`src/rtl/program_loader.sv`:
```
// program_loader: boot-time loader from the UART_1 RX FIFO into program memory.
// Frame: SYNC_BYTE, LEN (instructions), LEN*4 data bytes (little-endian per
// instruction), then an optional CSUM byte.
// Optional feature: define PROGRAM_LOADER_CHECKSUM_EN to compile in the CSUM
// state and the checksum accumulator.
//
// Handshakes:
//   rx: a byte is taken in the cycle rx_flag=1 is registered (rx_data sampled
//       there); rx_use strobes high for exactly the following cycle, and
//       rx_flag is ignored during that strobe cycle so the FIFO can advance.
//   pm: pm_wr_ins is asserted only while pm_wr_idle=1; pm_addr_wr/pm_data_wr
//       are valid from that cycle and held until pm_wr_idle returns high.
module program_loader #(
    parameter int         PROGRAM_MEMORY_SIZE = 64,
    parameter int         PM_ADDR_WIDTH       = $clog2(PROGRAM_MEMORY_SIZE) + 2,
    parameter logic [7:0] SYNC_BYTE           = 8'hA5,
    parameter int         TIMEOUT_CYCLES      = 1_000_000,
    parameter int         TIMEOUT_WIDTH       = $clog2(TIMEOUT_CYCLES + 1)
) (
    input  logic                     clk,
    input  logic                     rst,
    input  logic [7:0]               rx_data,
    input  logic                     rx_flag,
    output logic                     rx_use,
    output logic [7:0]               pm_data_wr,
    output logic [PM_ADDR_WIDTH-1:0] pm_addr_wr,
    output logic                     pm_wr_ins,
    input  logic                     pm_wr_idle,
    output logic                     load_busy,
    output logic                     load_done,
    output logic                     load_error,
    output logic [7:0]               instr_count,
    output logic [2:0]               dbg_state
);

    // Remaining-byte counter must hold LEN*4 up to 4*PROGRAM_MEMORY_SIZE.
    localparam int CNT_WIDTH = PM_ADDR_WIDTH + 1;

    typedef enum logic [2:0] {
        S_IDLE     = 3'd0,
        S_LEN      = 3'd1,
        S_DATA_POP = 3'd2,
        S_DATA_WR  = 3'd3,
        S_WR_WAIT  = 3'd4,
`ifdef PROGRAM_LOADER_CHECKSUM_EN
        S_CSUM     = 3'd5,
`endif
        S_DONE     = 3'd6,
        S_ERR      = 3'd7
    } state_t;

    state_t                 state;
    state_t                 next_state;
    logic                   can_pop;
    logic                   do_pop;
    logic                   wait_state;
    logic                   timeout_hit;
    logic                   len_bad;
    logic                   wr_skip;
    logic [CNT_WIDTH-1:0]   byte_cnt;
    logic [7:0]             len_q;
    logic [TIMEOUT_WIDTH-1:0] tmo_cnt;
`ifdef PROGRAM_LOADER_CHECKSUM_EN
    logic [7:0]             csum_acc;
`endif

    // The cycle after a pop belongs to the FIFO, so never sample during rx_use.
    assign can_pop   = rx_flag && !rx_use;
    assign len_bad   = (rx_data == 8'd0) || ({24'd0, rx_data} > 32'(PROGRAM_MEMORY_SIZE));
    assign pm_wr_ins = (state == S_DATA_WR) && pm_wr_idle;
    assign load_done = (state == S_DONE);
    assign dbg_state = state;

    // State register.
    always_ff @(posedge clk) begin
        if (rst) state <= S_IDLE;
        else     state <= next_state;
    end

    // Next-state, pop decision and inter-byte timeout detection.
    always_comb begin
        next_state = state;
        do_pop     = 1'b0;
        wait_state = (state == S_LEN) || (state == S_DATA_POP);
`ifdef PROGRAM_LOADER_CHECKSUM_EN
        wait_state = wait_state || (state == S_CSUM);
`endif
        timeout_hit = wait_state && !rx_flag &&
                      (tmo_cnt == TIMEOUT_WIDTH'(TIMEOUT_CYCLES - 1));
        case (state)
            S_IDLE: begin
                if (can_pop) begin
                    do_pop = 1'b1;
                    if (rx_data == SYNC_BYTE) next_state = S_LEN;
                end
            end
            S_LEN: begin
                if (can_pop) begin
                    do_pop     = 1'b1;
                    next_state = len_bad ? S_ERR : S_DATA_POP;
                end else if (timeout_hit) begin
                    next_state = S_ERR;
                end
            end
            S_DATA_POP: begin
                if (can_pop) begin
                    do_pop     = 1'b1;
                    next_state = S_DATA_WR;
                end else if (timeout_hit) begin
                    next_state = S_ERR;
                end
            end
            S_DATA_WR: begin
                if (pm_wr_idle) next_state = S_WR_WAIT;
            end
            S_WR_WAIT: begin
                if (!wr_skip && pm_wr_idle) begin
                    if (byte_cnt == CNT_WIDTH'(1)) begin
`ifdef PROGRAM_LOADER_CHECKSUM_EN
                        next_state = S_CSUM;
`else
                        next_state = S_DONE;
`endif
                    end else begin
                        next_state = S_DATA_POP;
                    end
                end
            end
`ifdef PROGRAM_LOADER_CHECKSUM_EN
            S_CSUM: begin
                if (can_pop) begin
                    do_pop     = 1'b1;
                    next_state = (rx_data == csum_acc) ? S_DONE : S_ERR;
                end else if (timeout_hit) begin
                    next_state = S_ERR;
                end
            end
`endif
            S_DONE:  next_state = S_IDLE;
            S_ERR:   next_state = S_IDLE;
            default: next_state = S_IDLE;
        endcase
    end

    // Datapath: pop strobe, timeout counter, address/data, counters and flags.
    always_ff @(posedge clk) begin
        if (rst) begin
            rx_use      <= 1'b0;
            pm_data_wr  <= 8'd0;
            pm_addr_wr  <= '0;
            load_busy   <= 1'b0;
            load_error  <= 1'b0;
            instr_count <= 8'd0;
            byte_cnt    <= '0;
            len_q       <= 8'd0;
            tmo_cnt     <= '0;
            wr_skip     <= 1'b0;
`ifdef PROGRAM_LOADER_CHECKSUM_EN
            csum_acc    <= 8'd0;
`endif
        end else begin
            rx_use  <= do_pop;
            // The single skip cycle lets the memory drop pm_wr_idle first.
            wr_skip <= (state == S_DATA_WR) && (next_state == S_WR_WAIT);
            if (!wait_state || do_pop) tmo_cnt <= '0;
            else if (!rx_flag)         tmo_cnt <= tmo_cnt + TIMEOUT_WIDTH'(1);
            case (state)
                S_IDLE: begin
                    if (do_pop && rx_data == SYNC_BYTE) begin
                        load_busy  <= 1'b1;
                        load_error <= 1'b0;
                        pm_addr_wr <= '0;
`ifdef PROGRAM_LOADER_CHECKSUM_EN
                        csum_acc   <= 8'd0;
`endif
                    end
                end
                S_LEN: begin
                    if (do_pop && !len_bad) begin
                        len_q    <= rx_data;
                        byte_cnt <= CNT_WIDTH'({rx_data, 2'b00});
`ifdef PROGRAM_LOADER_CHECKSUM_EN
                        csum_acc <= rx_data;
`endif
                    end
                end
                S_DATA_POP: begin
                    if (do_pop) begin
                        pm_data_wr <= rx_data;
`ifdef PROGRAM_LOADER_CHECKSUM_EN
                        csum_acc   <= csum_acc + rx_data;
`endif
                    end
                end
                S_WR_WAIT: begin
                    if (!wr_skip && pm_wr_idle) begin
                        pm_addr_wr <= pm_addr_wr + PM_ADDR_WIDTH'(1);
                        byte_cnt   <= byte_cnt - CNT_WIDTH'(1);
                    end
                end
                default: ;
            endcase
            if (next_state == S_ERR && state != S_ERR) begin
                load_busy  <= 1'b0;
                load_error <= 1'b1;
            end
            if (next_state == S_DONE && state != S_DONE) begin
                load_busy   <= 1'b0;
                instr_count <= len_q;
            end
        end
    end

endmodule

```
`config.mk`:
```
export PLATFORM = sky130hd
export DESIGN_NAME = program_loader
export DESIGN_NICKNAME = d
export VERILOG_FILES = /design/src/rtl/program_loader.sv
export SDC_FILE = /design/constraint.sdc
export NUM_CORES = 1
export LEC_CHECK = 0
export CORE_MARGIN = 2
export CORE_UTILIZATION = 45
export DETAILED_ROUTE_END_ITERATION = 8
export PLACE_DENSITY = 0.68
export RECOVER_POWER = 100
export SYNTH_ARGS = -nofsm -noshare
export SYNTH_HDL_FRONTEND = slang
export SYNTH_SLANG_ARGS = --single-unit
```
`constraint.sdc`:
```
create_clock -name clk -period 3.1 [get_ports clk]
set_clock_uncertainty 0.1 [all_clocks]
set_input_delay 0.31 -clock clk [delete_from_list [all_inputs] [get_ports clk]]
set_output_delay 0.31 -clock clk [all_outputs]
set_load 0.01 [all_outputs]
```
==> results of run 1 <==
[final cells by class]
cell class	instances	area (sq um)
multi-input cells	268	1660
repair buffers	50	475
clock inverters	5	52.6
fillers	619	2960
clock buffers	11	131
flip-flops and latches	68	1360
well taps	96	120
inverters	8	30.0
[cell usage after synthesis, drive strengths merged, types with 2 or more instances]
master,number
xnor2,4
nand4,7
or2,3
o21ai,4
or4b,5
clkbuf,15
nand2b,4
nor4,7
or3b,3
a22oi,2
nor3,6
o22ai,4
a21oi,28
nand4b,3
xor2,20
and4,2
ha,4
a211oi,2
a32o,2
and3,5
mux2i,18
nand3,14
nor3b,3
or3,3
a31oi,2
o32ai,5
nand4bb,2
inv,8
buf,7
nand2,32
nor2b,4
nor2,60
dfxtp,68
[state kept, by name, indices dropped and copies added (netlist names)]
name,cells
instr_count,8
rx_use,1
len_q,8
wr_skip,1
tmo_cnt,20
load_busy,1
load_error,1
byte_cnt,9
pm_addr_wr,8
pm_data_wr,8
dbg_state,3
[critical path: cells and delay by family]
kind                   cells  cell delay (ns)
buffers and inverters      2             1.88
AOI/OAI and AO/OA          1             0.10
and+or+nand+nor            1             0.37
[cell families (layout without fill, tap and decap cells)]
| family | after synthesis | in the layout | synth area share |
|---|---|---|---|
| AND/OR/NAND/NOR | 168 | 168 | 0.275 |
| flip-flops | 68 | 68 | 0.432 |
| AO/OA/AOI/OAI | 54 | 54 | 0.115 |
| buffers and inverters | 30 | 74 | 0.0381 |
| XOR/XNOR | 24 | 24 | 0.0666 |
| multiplexers | 18 | 18 | 0.0571 |
| adder cells (fa/ha/maj) | 4 | 4 | 0.0159 |
[power by group]
part	leakage (uW)	internal, uW	switching, uW
clock network	0.0000931	368	338
registers	0.000548	874	1.13
logic	0.000882	23.2	32.6
total	0.00152	1260	372
[through the flow]
stage,instances,power [uW],hold WS [ns],setup slack (ns)
finish,506,1640,0.361,0.500
global placement,490,952,0.348,0.485
CTS,506,1650,0.362,0.718
floorplan,366,921,0.300,0.981
global route,506,1680,0.395,0.223
detailed placement,490,952,0.351,0.356
[metal layers]
layer	routed length, um	GRT usage	vias up
li1	-	-	1370
met1	3560	0.280	1246
met2	3150	0.295	64
met3	323	0.0330	13
met4	121	0.103	0
met5	0	0	-
[final timing paths]
kind / end / startpoint / depth (start not counted) / slack (ns)
max: load_error$_SDFFE_PP0P_ / rst / 4 / 0.50
min: len_q[0]$_SDFFE_PP0P_ / len_q[0]$_SDFFE_PP0P_ / 2 / 0.36
max reg2reg: instr_count[2]$_SDFFE_PP0P_ / dbg_state[2]$_SDFF_PP0_ / 6 / 0.50
min reg2reg: len_q[0]$_SDFFE_PP0P_ / len_q[0]$_SDFFE_PP0P_ / 2 / 0.36
==> impl_metrics.toml, run 1 <==
[run_status]
outcome = "complete, but fails checks"
violations = "max-capacitance violations, max-slew violations"

[timing]
min_period_ns = 2.60
rsz0062_at_grt = "false"
fin_crit_sh = 0.839
fmax_mhz = 385
slew_viol_final = 41
relSlewSlack = -0.194
fin_setup_tns_ns = 0
finalSetupViolCount = 0
hold_viol = 0
worst_slew_pin_slew_ns = 1.79

[synthesis]
ys_ff_latch = 68
synth_edf_count = 0
netlist_area_sq_mm = 0.00315
synth_area_leader_cell = "dfxtp_1"
syn_inst = 366
yosys_warnings = 0
ys.flop_type = "dfxtp_1"
ys_seq_area_frac = 0.432
synth.top_cell.area_share = 0.432
synthesis.nets = 382
ys_top_cells_by_area = "dfxtp_1 (43%), nor2_1 (7.1%), mux2i_1 (5.7%)"
syn_area_per_cell_sq_um = 8.62
synthArstFlopShare = 0
synth_cell_types = 54

[clock_tree]
clk_latency_ns = 0.35
clk_path_buf_depth = 2
post_cts_buffers = 0
ctsHoldBuffers = 0
clk_pin_slew_ns = 0.08
cts_sinks = 68
cts_buffers = 9
htreeDepth = 3
cts_tree = "done"
clockRootBuffer = "clkbuf_8"
cts.repair.resized = 0

[floorplanning]
core-area_sq_mm = 0.00679
dieArea_sq_mm = 0.00769
initial_utilization = 0.464
std_cell_rows = 30
io_pins = 44
die_width_um = 87.7
fp.dieH_um = 87.7

[cells_and_area]
nets = 421
diodes = 0
post-route-util = 0.564
final_cell_mix = "dfxtp_1 (68), nor2_1 (60), dlygate4sd3_1 (34)"
final_common_cell = "dfxtp_1"
drive_gt1_frac = 0.0659
syn_to_final_growth_pct = 21.5
final_cell_area_sq_mm = 0.00383

[global_routing]
antenna_found_initial = 0
grt_util_all_layers = 0.199
grt_pass1_vias = 2567
grt_pass1_wl_um = 12100
grt_max_degree = 41
gr-total-overflow = 0

[power_and_ir_drop]
vdd_ir_drop_max_v = 0.000295
p_leak_uw = 0.00152
powerDensity_mw_per_mm2 = 427

[worst_hold_path]
min_path_type = "reg2reg"

[worst_setup_path]
cp_cell_sequence = "dlygate4sd3_1 -> clkbuf_1 -> or2_1 -> o22ai_2"
crit_required_ns = 3.17
cp-end-kind = "flop"
critPathMaxFanout = 40
cpPeakStageDelay_ns = 1.30
cp.arrival_ns = 2.67
startpoint_type = "input port"
crit_type = "in2reg"
cp_slowest_cell = "clkbuf_1"

[routing]
wirelength_um = 7160
drc = 0
vias = 2693
ant_nets = 0
drtPass1Iterations = 5
drt-wirelength-per-cell_um = 14.1
drt-vias-per-instance = 5.32
drt_iter0_drc = 164

[run]
maxCapViolCount = 1

[place]
dp_hpwl_um = 5010
portBuffers = 43
gp_congestion = 0.879
postPlaceCellArea_sq_mm = 0.00367
(Power assumes the default switching activity.)
==> run 2: changes to the inputs <==
==> constraint.sdc (replaced) <==
create_clock -name clk -period 2.4 [get_ports clk]
set_clock_uncertainty 0.1 [all_clocks]
set_input_delay 0.24 -clock clk [delete_from_list [all_inputs] [get_ports clk]]
set_output_delay 0.24 -clock clk [all_outputs]
set_load 0.01 [all_outputs]
==> impl_metrics.toml, run 2 (synthesis gave the netlist of run 1 again) <==
[timing]
fmax_mhz = 447
hold_viol = 0
min_period_ns = 2.24
slew_viol_final = 0
fin_setup_tns_ns = 0
fin_crit_sh = 0.933
relSlewSlack = 0.414
rsz0062_at_grt = "false"
finalSetupViolCount = 0
worst_slew_pin_slew_ns = 0.880

[clock_tree]
cts.repair.resized = 0
cts_sinks = 68
htreeDepth = 3
clockRootBuffer = "clkbuf_8"
clk_latency_ns = 0.35
post_cts_buffers = 0
clk_pin_slew_ns = 0.08
clk_path_buf_depth = 2
cts_buffers = 9
ctsHoldBuffers = 0
cts_tree = "done"

[global_routing]
grt_pass1_vias = 2663
grt_pass1_wl_um = 12600
antenna_found_initial = 0
grt_util_all_layers = 0.210
gr-total-overflow = 0
grt_max_degree = 35

[run]
maxCapViolCount = 0

[cells_and_area]
final_common_cell = "dfxtp_1"
final_cell_mix = "dfxtp_1 (68), nor2_1 (60), nand2_1 (32)"
top_register = "tmo_cnt"
nets = 439
final_cell_area_sq_mm = 0.00399
fillCellCount = 615
diodes = 0
fin_cells = 523
largest_reg_flops = 20
reg_top3 = "tmo_cnt: 20 flops, byte_cnt: 9 flops"
syn_to_final_growth_pct = 26.4
drive_gt1_frac = 0.105

[routing]
drc = 0
drt-wirelength-per-cell_um = 14.4
drtPass1Iterations = 4
wl_met1_um = 3630
drt_iter0_drc = 119
wirelength_um = 7540
vias = 2776
ant_nets = 0
wl_met3_um = 287
drt-vias-per-instance = 5.31
routed-wl-met2_um = 3500
topRoutingLayerUsed = "met4"

[place]
dp_hpwl_um = 5330
dp_cells = 508
portBuffers = 43
postPlaceCellArea_sq_mm = 0.00380
gp_congestion = 0.828

[worst_setup_path]
reg2regPathDepth = 5
crit_required_ns = 2.54
crit_type = "reg2reg"
cp-end-kind = "flop"
cp.arrival_ns = 2.38
critPathMaxFanout = 3
startpoint_type = "flop"

[floorplanning]
dieArea_sq_mm = 0.00769
initial_utilization = 0.464
core-area_sq_mm = 0.00679
io_pins = 44
std_cell_rows = 30
fp.dieH_um = 87.7
die_width_um = 87.7

[power_and_ir_drop]
vdd_ir_drop_max_v = 0.000323
powerDensity_mw_per_mm2 = 558
p_leak_uw = 0.00161

[run_status]
outcome = "finished clean"

[worst_hold_path]
min_path_cells = 2
min_path_type = "reg2reg"
run 2: changes by cell type in the layout (fill, tap and decap cells not counted), sizes merged:
cell | before | now
bufinv | 1 | 2
clkdlybuf4s50 | 9 | 12
dlygate4sd3 | 34 | 31
clkbuf | 13 | 16
clkinv | 3 | 2
buf | 5 | 19
run 2: final timing paths:
check | from | end | slack [ns]
setup / recovery | tmo_cnt[13]$_SDFFE_PP0N_ | load_busy$_SDFFE_PP0P_ | 0.16
hold / removal | len_q[5]$_SDFFE_PP0P_ | len_q[5]$_SDFFE_PP0P_ | 0.36
setup reg to reg | tmo_cnt[13]$_SDFFE_PP0N_ | load_busy$_SDFFE_PP0P_ | 0.16
hold reg to reg | len_q[5]$_SDFFE_PP0P_ | len_q[5]$_SDFFE_PP0P_ | 0.36
run 2: critical path, stage by stage (launching register included):
cell      delay (ns)
dfxtp_1         0.34
or4b_1          0.52
nor4_2          0.31
a31oi_1         0.16
or4b_4          0.56
o2111a_1        0.14
run 2: power by group:
part	internal, uW	switching, uW
logic	40.1	45.3
clock network	576	433
registers	1130	1.46
run 2: per-stage QoR:
| step | total power (uW) | setup WS [ns] | hold WS [ns] | util |
|---|---|---|---|---|
| after floorplan | 1190 | 0.281 | 0.230 | - |
| after CTS | 2240 | 0.151 | 0.361 | 0.590 |
| after detailed placement | 1240 | -0.0175 | 0.351 | 0.560 |
| after global routing | 2300 | 0.0496 | 0.375 | 0.587 |
| after global placement | 1240 | 0.0733 | 0.344 | 0.560 |
| final | 2220 | 0.161 | 0.358 | 0.587 |
run 2: cell type report:
cell class	count	area (sq um)	share of cell area
multi-input cells	268	1670	0.420
inverters	8	30.0	0.00753
clock inverters	5	77.6	0.0195
clock buffers	10	128	0.0320
repair buffers	68	598	0.150
flip-flops and latches	68	1360	0.341
well taps	96	120	0.0301
run 2: per-layer routing:
metal | GRT usage | up-vias
met1 | 0.287 | 1302
met4 | 0.0797 | 0
met3 | 0.0405 | 15
met5 | 0 | -
li1 | - | 1398
met2 | 0.327 | 61
==> run 3: changes to the inputs <==
--- a/config.mk
+++ b/config.mk
@@ -8,6 +8,7 @@
 export CORE_MARGIN = 2
 export CORE_UTILIZATION = 45
 export DETAILED_ROUTE_END_ITERATION = 8
+export MAX_ROUTING_LAYER = met4
 export PLACE_DENSITY = 0.68
 export RECOVER_POWER = 100
 export SYNTH_ARGS = -nofsm -noshare
==> impl_metrics.toml, run 3 (synthesis gave the netlist of run 1 again) <==
[worst_hold_path]
min_path_type = "reg2reg"

[clock_tree]
ctsHoldBuffers = 0
clk_latency_ns = 0.34
htreeDepth = 3
cts.repair.resized = 0
cts_buffers = 9
clk_path_buf_depth = 2
cts_sinks = 68
clockRootBuffer = "clkbuf_8"
cts_tree = "done"
clk_pin_slew_ns = 0.08
post_cts_buffers = 0

[worst_setup_path]
crit_type = "reg2reg"
startpoint_type = "flop"
cpPeakStageDelay_ns = 0.56
cp.arrival_ns = 2.37
critPathMaxFanout = 3
cp_cell_sequence = "or4b_1 -> nor4_2 -> a31oi_1 -> or4b_4 -> o2111a_1"
cp_slowest_cell = "or4b_4"
crit_required_ns = 2.53
cp-end-kind = "flop"

[cells_and_area]
syn_to_final_growth_pct = 26.4
post-route-util = 0.587
reg_top3 = "tmo_cnt: 20 flops, byte_cnt: 9 flops"
final_cell_mix = "dfxtp_1 (68), nor2_1 (60), nand2_1 (32)"
largest_reg_flops = 20
fillCellCount = 615
drive_gt1_frac = 0.105
nets = 439
diodes = 0
final_cell_area_sq_mm = 0.00399
top_register = "tmo_cnt"
final_common_cell = "dfxtp_1"

[timing]
fin_setup_tns_ns = 0
rsz0062_at_grt = "false"
relSlewSlack = 0.416
fin_crit_sh = 0.932
finalSetupViolCount = 0
fmax_mhz = 447
holdWs_ns = 0.356
worst_slew_pin_slew_ns = 0.876
hold_viol = 0
min_period_ns = 2.24
slew_viol_final = 0

[routing]
vias = 2788
wirelength_um = 7490
drc = 0
drt_iter0_drc = 133
ant_nets = 0
drt-vias-per-instance = 5.33
drtPass1Iterations = 6
drt-wirelength-per-cell_um = 14.3

[global_routing]
grt_pass1_vias = 2666
antenna_found_initial = 0
gr-total-overflow = 0
grt_max_degree = 35
grt_util_all_layers = 0.215
grt_pass1_wl_um = 12500

[power_and_ir_drop]
switching_power_uw = 476
switching_share = 0.214
power.internal_uw = 1740
powerDensity_mw_per_mm2 = 557
p_seq_frac = 0.509
p_leak_uw = 0.00161
clockPowerShare = 0.453
p_comb_frac = 0.038
vdd_ir_drop_max_v = 0.000325

[floorplanning]
std_cell_rows = 30
dieArea_sq_mm = 0.00769
core-area_sq_mm = 0.00679
initial_utilization = 0.464
die_width_um = 87.7
io_pins = 44
fp.dieH_um = 87.7

[run_status]
outcome = "finished clean"

[place]
portBuffers = 43
dp_hpwl_um = 5330
postPlaceCellArea_sq_mm = 0.00380
gp_congestion = 0.841

[run]
maxCapViolCount = 0
## run 3: critical path: cells and delay by family (launching register included)
kind / cells / cell delay (ns)
and+or+nand+nor: 3 / 1.39
DFF: 1 / 0.34
AOI/OAI and AO/OA: 2 / 0.30
## run 3: path summary, 6_finish.rpt
| path | slack [ns] | cells after the start | start | end |
|---|---|---|---|---|
| setup / recovery | 0.16 | 5 | tmo_cnt[13]$_SDFFE_PP0N_ | load_busy$_SDFFE_PP0P_ |
| hold / removal | 0.36 | 2 | len_q[5]$_SDFFE_PP0P_ | len_q[5]$_SDFFE_PP0P_ |
| hold reg to reg | 0.36 | 2 | len_q[5]$_SDFFE_PP0P_ | len_q[5]$_SDFFE_PP0P_ |
| setup reg to reg | 0.16 | 5 | tmo_cnt[13]$_SDFFE_PP0N_ | load_busy$_SDFFE_PP0P_ |
## run 3: layout make-up
| cell class | count | area, sq um | area share |
|---|---|---|---|
| clock inverters | 5 | 77.6 | 0.0195 |
| inverters | 8 | 30.0 | 0.00753 |
| repair buffers | 68 | 598 | 0.150 |
| well taps | 96 | 120 | 0.0301 |
| flip-flops and latches | 68 | 1360 | 0.341 |
| multi-input cells | 268 | 1670 | 0.420 |
| clock buffers | 10 | 128 | 0.0320 |
## run 3: metrics by stage
step           worst slack [ns]  instances  total power (uW)
3_5_place_dp            -0.0175        508              1240
2_1_floorplan             0.281        366              1190
5_1_grt                  0.0469        523              2290
4_1_cts                   0.151        523              2240
6_report                  0.164        523              2220
3_3_place_gp             0.0733        508              1240
## run 3: power groups by stage
stage                     clock, uW  sequential (uW)  combinational (uW)
final                          1010             1130                85.1
after global routing           1070             1130                91.7
after CTS                      1030             1130                86.2
after detailed placement          0             1160                85.9
after global placement            0             1160                86.3
after floorplan                   0             1160                33.7
## run 3: layer usage
metal,global-route usage,share of wire
met4,0.0797,0.017
met2,0.329,0.46
met3,0.0368,0.044
met1,0.285,0.48
met5,-,0
